`src/rtl/ts4231_pkg.sv`:
```
// Shared types and constants for the TS4231 configuration sequencer.
package ts4231_pkg;

    localparam int unsigned FRAME_BITS = 15;
    localparam logic [FRAME_BITS-1:0] DEFAULT_CONFIG_WORD = 15'h392B;

    typedef enum logic [3:0] {
        IDLE,
        WAIT_LIGHT,
        WR_START,
        WR_BIT,
        WR_STOP,
        RD_START,
        RD_BIT,
        RD_STOP,
        CHECK
    } state_t;

endpackage

```
`src/rtl/ts4231_phase_timer.sv`:
```
// Half-phase down-counter; pulses phase_done on the last cycle of each half-phase.
module ts4231_phase_timer #(
    parameter int unsigned HALF_TICKS = 48
) (
    input  logic clk_96MHz,
    input  logic reset,
    input  logic run,
    output logic phase_done
);

    localparam int unsigned CNT_W = (HALF_TICKS > 2) ? $clog2(HALF_TICKS) : 1;

    logic [CNT_W-1:0] count;

    always_ff @(posedge clk_96MHz) begin
        if (reset || !run || count == '0) begin
            count <= CNT_W'(HALF_TICKS - 1);
        end else begin
            count <= count - CNT_W'(1);
        end
    end

    assign phase_done = run && (count == '0);

endmodule

```
`src/rtl/ts4231_configurator.sv`:
```
// TS4231 power-up sequencer: wait for light, write config word, read it back,
// retry on mismatch, then release the D/E lines.
module ts4231_configurator
    import ts4231_pkg::*;
#(
    parameter logic [FRAME_BITS-1:0] CONFIG_WORD = DEFAULT_CONFIG_WORD,
    parameter int unsigned HALF_TICKS  = 48,
    parameter int unsigned LIGHT_TICKS = 96000,
    parameter int unsigned MAX_RETRY   = 3
) (
    input  logic                  clk_96MHz,
    input  logic                  reset,
    input  logic                  start,
    output logic                  d_oe,
    output logic                  d_out,
    input  logic                  d_in,
    output logic                  e_oe,
    output logic                  e_out,
    input  logic                  e_in,
    output logic                  busy,
    output logic                  configured,
    output logic                  error,
    output logic [FRAME_BITS-1:0] readback
);

    localparam int unsigned LIGHT_W = $clog2(LIGHT_TICKS + 1);
    localparam int unsigned RETRY_W = $clog2(MAX_RETRY + 1);
    localparam logic [3:0]  LAST_BIT = 4'(FRAME_BITS - 1);

    state_t                state, state_nxt;
    logic [1:0]            step, step_nxt;
    logic [3:0]            bit_idx, bit_nxt;
    logic [FRAME_BITS-1:0] shreg, shreg_nxt;
    logic [RETRY_W-1:0]    retry, retry_nxt, retry_inc;
    logic [LIGHT_W-1:0]    light_cnt, light_nxt;
    logic                  cfg_nxt, err_nxt;
    logic [FRAME_BITS-1:0] rb_nxt;
    logic [3:0]            msb_idx;
    logic                  timer_run, phase_done;

    ts4231_phase_timer #(
        .HALF_TICKS(HALF_TICKS)
    ) u_timer (
        .clk_96MHz (clk_96MHz),
        .reset     (reset),
        .run       (timer_run),
        .phase_done(phase_done)
    );

    assign msb_idx   = LAST_BIT - bit_idx;
    assign retry_inc = retry + RETRY_W'(1);
    assign busy      = (state != IDLE);

    always_ff @(posedge clk_96MHz) begin
        if (reset) begin
            state      <= IDLE;
            step       <= '0;
            bit_idx    <= '0;
            shreg      <= '0;
            retry      <= '0;
            light_cnt  <= '0;
            configured <= 1'b0;
            error      <= 1'b0;
            readback   <= '0;
        end else begin
            state      <= state_nxt;
            step       <= step_nxt;
            bit_idx    <= bit_nxt;
            shreg      <= shreg_nxt;
            retry      <= retry_nxt;
            light_cnt  <= light_nxt;
            configured <= cfg_nxt;
            error      <= err_nxt;
            readback   <= rb_nxt;
        end
    end

    // Line values are a pure function of (state, step); released lines idle high.
    always_comb begin
        state_nxt = state;
        step_nxt  = step;
        bit_nxt   = bit_idx;
        shreg_nxt = shreg;
        retry_nxt = retry;
        light_nxt = light_cnt;
        cfg_nxt   = configured;
        err_nxt   = error;
        rb_nxt    = readback;
        d_oe      = 1'b0;
        e_oe      = 1'b0;
        d_out     = 1'b1;
        e_out     = 1'b1;
        timer_run = 1'b0;

        case (state)
            IDLE: begin
                if (start) begin
                    state_nxt = WAIT_LIGHT;
                    cfg_nxt   = 1'b0;
                    err_nxt   = 1'b0;
                    retry_nxt = '0;
                    light_nxt = '0;
                end
            end
            WAIT_LIGHT: begin
                if (d_in && e_in) begin
                    if (light_cnt == LIGHT_W'(LIGHT_TICKS - 1)) begin
                        state_nxt = WR_START;
                        step_nxt  = '0;
                        light_nxt = '0;
                    end else begin
                        light_nxt = light_cnt + LIGHT_W'(1);
                    end
                end else begin
                    light_nxt = '0;
                end
            end
            WR_START: begin
                d_oe      = 1'b1;
                e_oe      = 1'b1;
                d_out     = (step == 2'd0);
                e_out     = (step != 2'd2);
                timer_run = 1'b1;
                if (phase_done) begin
                    if (step == 2'd2) begin
                        state_nxt = WR_BIT;
                        step_nxt  = '0;
                        bit_nxt   = '0;
                    end else begin
                        step_nxt = step + 2'd1;
                    end
                end
            end
            WR_BIT: begin
                d_oe      = 1'b1;
                e_oe      = 1'b1;
                d_out     = CONFIG_WORD[msb_idx];
                e_out     = (step == 2'd1);
                timer_run = 1'b1;
                if (phase_done) begin
                    if (step == 2'd2) begin
                        step_nxt = '0;
                        if (bit_idx == LAST_BIT) begin
                            state_nxt = WR_STOP;
                        end else begin
                            bit_nxt = bit_idx + 4'd1;
                        end
                    end else begin
                        step_nxt = step + 2'd1;
                    end
                end
            end
            WR_STOP: begin
                d_oe      = 1'b1;
                e_oe      = 1'b1;
                d_out     = (step == 2'd2);
                e_out     = (step != 2'd0);
                timer_run = 1'b1;
                if (phase_done) begin
                    if (step == 2'd2) begin
                        state_nxt = RD_START;
                        step_nxt  = '0;
                    end else begin
                        step_nxt = step + 2'd1;
                    end
                end
            end
            RD_START: begin
                // Step 3 is the single cycle that releases D with its low value held.
                d_oe  = (step != 2'd3);
                e_oe  = 1'b1;
                d_out = (step == 2'd0);
                e_out = (step < 2'd2);
                if (step == 2'd3) begin
                    state_nxt = RD_BIT;
                    step_nxt  = '0;
                    bit_nxt   = '0;
                end else begin
                    timer_run = 1'b1;
                    if (phase_done) begin
                        step_nxt = step + 2'd1;
                    end
                end
            end
            RD_BIT: begin
                // E rises, is held a second half-phase, D is sampled at its end, then E falls.
                d_out     = 1'b0;
                e_oe      = 1'b1;
                e_out     = (step != 2'd2);
                timer_run = 1'b1;
                if (phase_done) begin
                    if (step == 2'd1) begin
                        shreg_nxt = {shreg[FRAME_BITS-2:0], d_in};
                    end
                    if (step == 2'd2) begin
                        step_nxt = '0;
                        if (bit_idx == LAST_BIT) begin
                            state_nxt = RD_STOP;
                        end else begin
                            bit_nxt = bit_idx + 4'd1;
                        end
                    end else begin
                        step_nxt = step + 2'd1;
                    end
                end
            end
            RD_STOP: begin
                d_oe      = 1'b1;
                e_oe      = 1'b1;
                d_out     = (step == 2'd2);
                e_out     = (step != 2'd0);
                timer_run = 1'b1;
                if (phase_done) begin
                    if (step == 2'd2) begin
                        state_nxt = CHECK;
                        step_nxt  = '0;
                        rb_nxt    = shreg;
                    end else begin
                        step_nxt = step + 2'd1;
                    end
                end
            end
            CHECK: begin
                if (readback == CONFIG_WORD) begin
                    cfg_nxt   = 1'b1;
                    state_nxt = IDLE;
                end else begin
                    retry_nxt = retry_inc;
                    if (retry_inc < RETRY_W'(MAX_RETRY)) begin
                        state_nxt = WR_START;
                        step_nxt  = '0;
                    end else begin
                        err_nxt   = 1'b1;
                        state_nxt = IDLE;
                    end
                end
            end
            default: state_nxt = IDLE;
        endcase
    end

endmodule

```
`config.mk`:
```
export PLATFORM = sky130hd
export DESIGN_NAME = ts4231_configurator
export DESIGN_NICKNAME = d
export VERILOG_FILES = /design/src/rtl/ts4231_pkg.sv /design/src/rtl/ts4231_phase_timer.sv /design/src/rtl/ts4231_configurator.sv
export SDC_FILE = /design/constraint.sdc
export NUM_CORES = 1
export LEC_CHECK = 0
export BUFFER_PORTS_ARGS = -buffer_cell sky130_fd_sc_hd__buf_4
export CAP_MARGIN = 20
export CORE_AREA = 2 2 65 97
export CTS_CLUSTER_SIZE = 25
export DETAILED_ROUTE_END_ITERATION = 7
export DIE_AREA = 0 0 67 99
export PLACE_DENSITY = 0.81
export SYNTH_ARGS = -nofsm -noshare
export SYNTH_HDL_FRONTEND = slang
export SYNTH_HIERARCHICAL = 1
export SYNTH_SLANG_ARGS = --single-unit
```
`constraint.sdc`:
```
create_clock -name clk_96MHz -period 7.45 [get_ports clk_96MHz]
set_input_delay 0.745 -clock clk_96MHz [delete_from_list [all_inputs] [get_ports clk_96MHz]]
set_output_delay 0.745 -clock clk_96MHz [all_outputs]
set_load 0.02 [all_outputs]
```
==> out/results.txt <==
Post-CTS setup buffers -> 0
DRC viols -> 0
Final slew viol count -> 0
Router iterations before antenna repair -> 5
Drt initial violations -> 294
Hold crit path type -> reg2reg
Post-detail-place hpwl -> 5250 µm
Crit share post-route -> 41.2%
Max Clk Rate -> 0.326 GHz
Area growth, synth to finish -> 12.4%
Clk sink count -> 67
Top cell type by total area after synthesis -> dfxtp_1
Crit-path max FO -> 28
CTS tree -> yes
Post-route ant nets -> 0
Worst path arrival time -> 3.35 ns
First-pass GRT wire length -> 13500 µm
Syn Nets -> 447
Clock Latency Late Sink -> 0.35 ns
XOR/XNOR share of the synthesized area -> 1.76%
Distinct cell type count after synthesis -> 61
Setup Skew -> 0.00906 ns
Pre-CTS setup slack -> 4.55 ns
# diodes -> 0
Row count -> 34
CP bufs+invs -> 0
Number of port buffers -> 26
Post-CTS sizing -> 0
Critical path cell sequence -> nand2_1 -> a21oi_1 -> nor2_1 -> nor3b_1 -> nand2_1 -> nor4_1 -> a2111oi_0 -> nor3_1
Sequential element share of the synthesized area -> 38.4%
Initial antenna violation count -> 0
Flops & latches, synth -> 67
Power per Cell Area -> 186 nW/µm²
Leakage -> 1.31 nW
Worst slew margin -> 41.6%
Post-synthesis mux area share -> 5.77%
Cell repeated most along the worst path -> nand2_1
Num CTS Buffers -> 9
Slowest cell on crit path -> nor4_1
# setup viols final -> 0
CTS HTree Levels -> 3
Layout Nets -> 460
Die width -> 67 µm
Clock Tree Root -> clkbuf_8
Total global-route track usage -> 25.7%
GPL Wtd Cong -> 0.878
Slowest stage delay, CP -> 0.64 ns
Main combinational cell family by area after synthesis -> simple AND/OR/NAND/NOR gates
FF+latch area -> 1340 µm²
Fill count -> 512
GRT overflow -> 0
Core area -> 5790 µm²
Max Root-Sink Buffers -> 2
Die height -> 99 µm
Worst reg2reg path depth -> 8
Hold path startpoint -> u_timer/count[0]
CP endpoint kind -> flop
Slew @ Worst Pin -> 0.875 ns
Syn Area/Cell -> 8.10 µm²
Top delay family on crit path -> simple AND/OR/NAND/NOR gates
YS warnings -> 6
Top-area cell type share of the netlist area -> 38.4%
Reg2reg setup slack -> 4.38 ns
Maximum VDD drop -> 146 µV
Clock-pin slew on the worst setup and hold paths -> 0.08 ns
Fin crit period -> 3.07 ns
Post-Synth Adder-Cell Area -> 3.94%
Setup TNS -> 0 ns
Largest net degree at the start of global routing -> 62
Setup crit start kind -> flop
Vias/cell -> 6.07
Primary FF master, synth -> dfxtp_1
Max-cap viol count -> 0
Vias in the first global route -> 2986
Share of cells above drive strength 1 -> 12.9%
Async S/R FF share, synth -> 0%
RSZ-0062 raised after global routing -> false
Setup CP Type -> reg2reg
Die area -> 6630 µm²
Area of the multi-input gates -> 2010 µm²
Ports -> 27
WHS Path Cells -> 1
Vias -> 3161
Commonest non-fill, non-tap cell in the layout -> dfxtp_1
Post-synth EDFFs -> 0
Syn Inst Count -> 431
Post-route setup slack -> 4.38 ns
Routed WL per cell -> 14.9 µm
Most frequent cells in the layout -> dfxtp_1, nand2_1, nor2_1, a21oi_1, buf_4
FF-to-FF Start -> state[0]
Final WL -> 7750 µm
Status -> finished clean
Synth Area in Compound Gates -> 16.5%
Hold-fix buffers at CTS -> 0
Crit Reg-Reg Endpoint -> bit_idx[3]
Initial Utilization -> 60.3%
End of the worst hold path -> u_timer/count[0]
Synthesized cell area -> 3490 µm²
Top cells by area, synth -> dfxtp_1, nand2_1, mux2i_1
Final hold vios -> 0
Synth Area in Simple Gates -> 29.6%
WP data required -> 7.72 ns
-- synth_stat cells, types with 5 or more instances --
master / n
a21oi_1: 33
nand2b_1: 9
nor2_1: 36
a31oi_1: 12
nand3_1: 22
dfxtp_1: 67
inv_1: 9
nand2_1: 64
or3_1: 9
nor3_1: 13
o21ai_0: 12
nand4_1: 7
and3_1: 5
xor2_1: 5
nor2b_1: 6
clkbuf_1: 20
nor4_1: 5
ha_1: 11
mux2i_1: 19
-- per-layer routing --
layer	part of all wire [%]	track usage, %
met5	0	0
met3	5.1	5.71
met1	42	31.7
met4	2.1	10.5
met2	51	42.4
-- power by group --
group	total, W	internal [W]	switching (W)
clock network	0.000343	0.000197	0.000146
logic	0.0000240	0.00000774	0.0000163
registers	0.000361	0.000358	0.00000302
total	0.000729	0.000564	0.000165
-- how the worst max path moves through the flow --
stage | startpoint | end | slack, ns | cells past startpoint
floorplan | state[2] | readback[8] | 4.68 | 10
global placement | state[0] | bit_idx[3] | 4.74 | 8
detailed placement | state[0] | bit_idx[3] | 4.55 | 8
CTS | state[0] | d_out | 4.38 | 3
global route | state[0] | bit_idx[3] | 4.02 | 8
finish | state[0] | bit_idx[3] | 4.38 | 8
-- registers in the layout (all words and copies together) (netlist names) --
register and cells:
configured 1, step 2, readback 15, error 1, u_timer/count 6, state 4
bit_idx 4, retry 2, light_cnt 17, shreg 15
-- logic make-up (layout without fill, tap and decap cells) --
| kind of cell | Yosys count | in the layout |
|---|---|---|
| AOI/OAI and AO/OA | 88 | 88 |
| xor gates and xnor gates | 7 | 7 |
| adders and majority gates | 11 | 11 |
| buffers and inverters | 36 | 54 |
| DFF | 67 | 67 |
| muxes | 20 | 20 |
| and+or+nand+nor | 202 | 202 |
-- final cells by class --
| class | instances | area share (%) |
|---|---|---|
| Tap cell | 72 | 2.30 |
| Timing Repair Buffer | 29 | 5.55 |
| Sequential cell | 67 | 34.2 |
| Clock inverter | 6 | 2.26 |
| Multi-Input combinational cell | 328 | 51.3 |
| Clock buffer | 10 | 3.51 |
| Inverter | 9 | 0.861 |
-- stage by stage --
stage	hold slack (ns)	instances	cell area (µm²)	utilization (%)	total power, W
5_1_grt	0.434	521	3920	67.8	0.000751
2_1_floorplan	0.371	431	3490	-	0.000387
4_1_cts	0.404	521	3920	67.8	0.000734
3_3_place_gp	0.379	505	3700	63.9	0.000393
3_5_place_dp	0.389	505	3700	63.9	0.000394
6_report	0.403	521	3920	67.8	0.000729
Power figures use the tool's default switching activity.
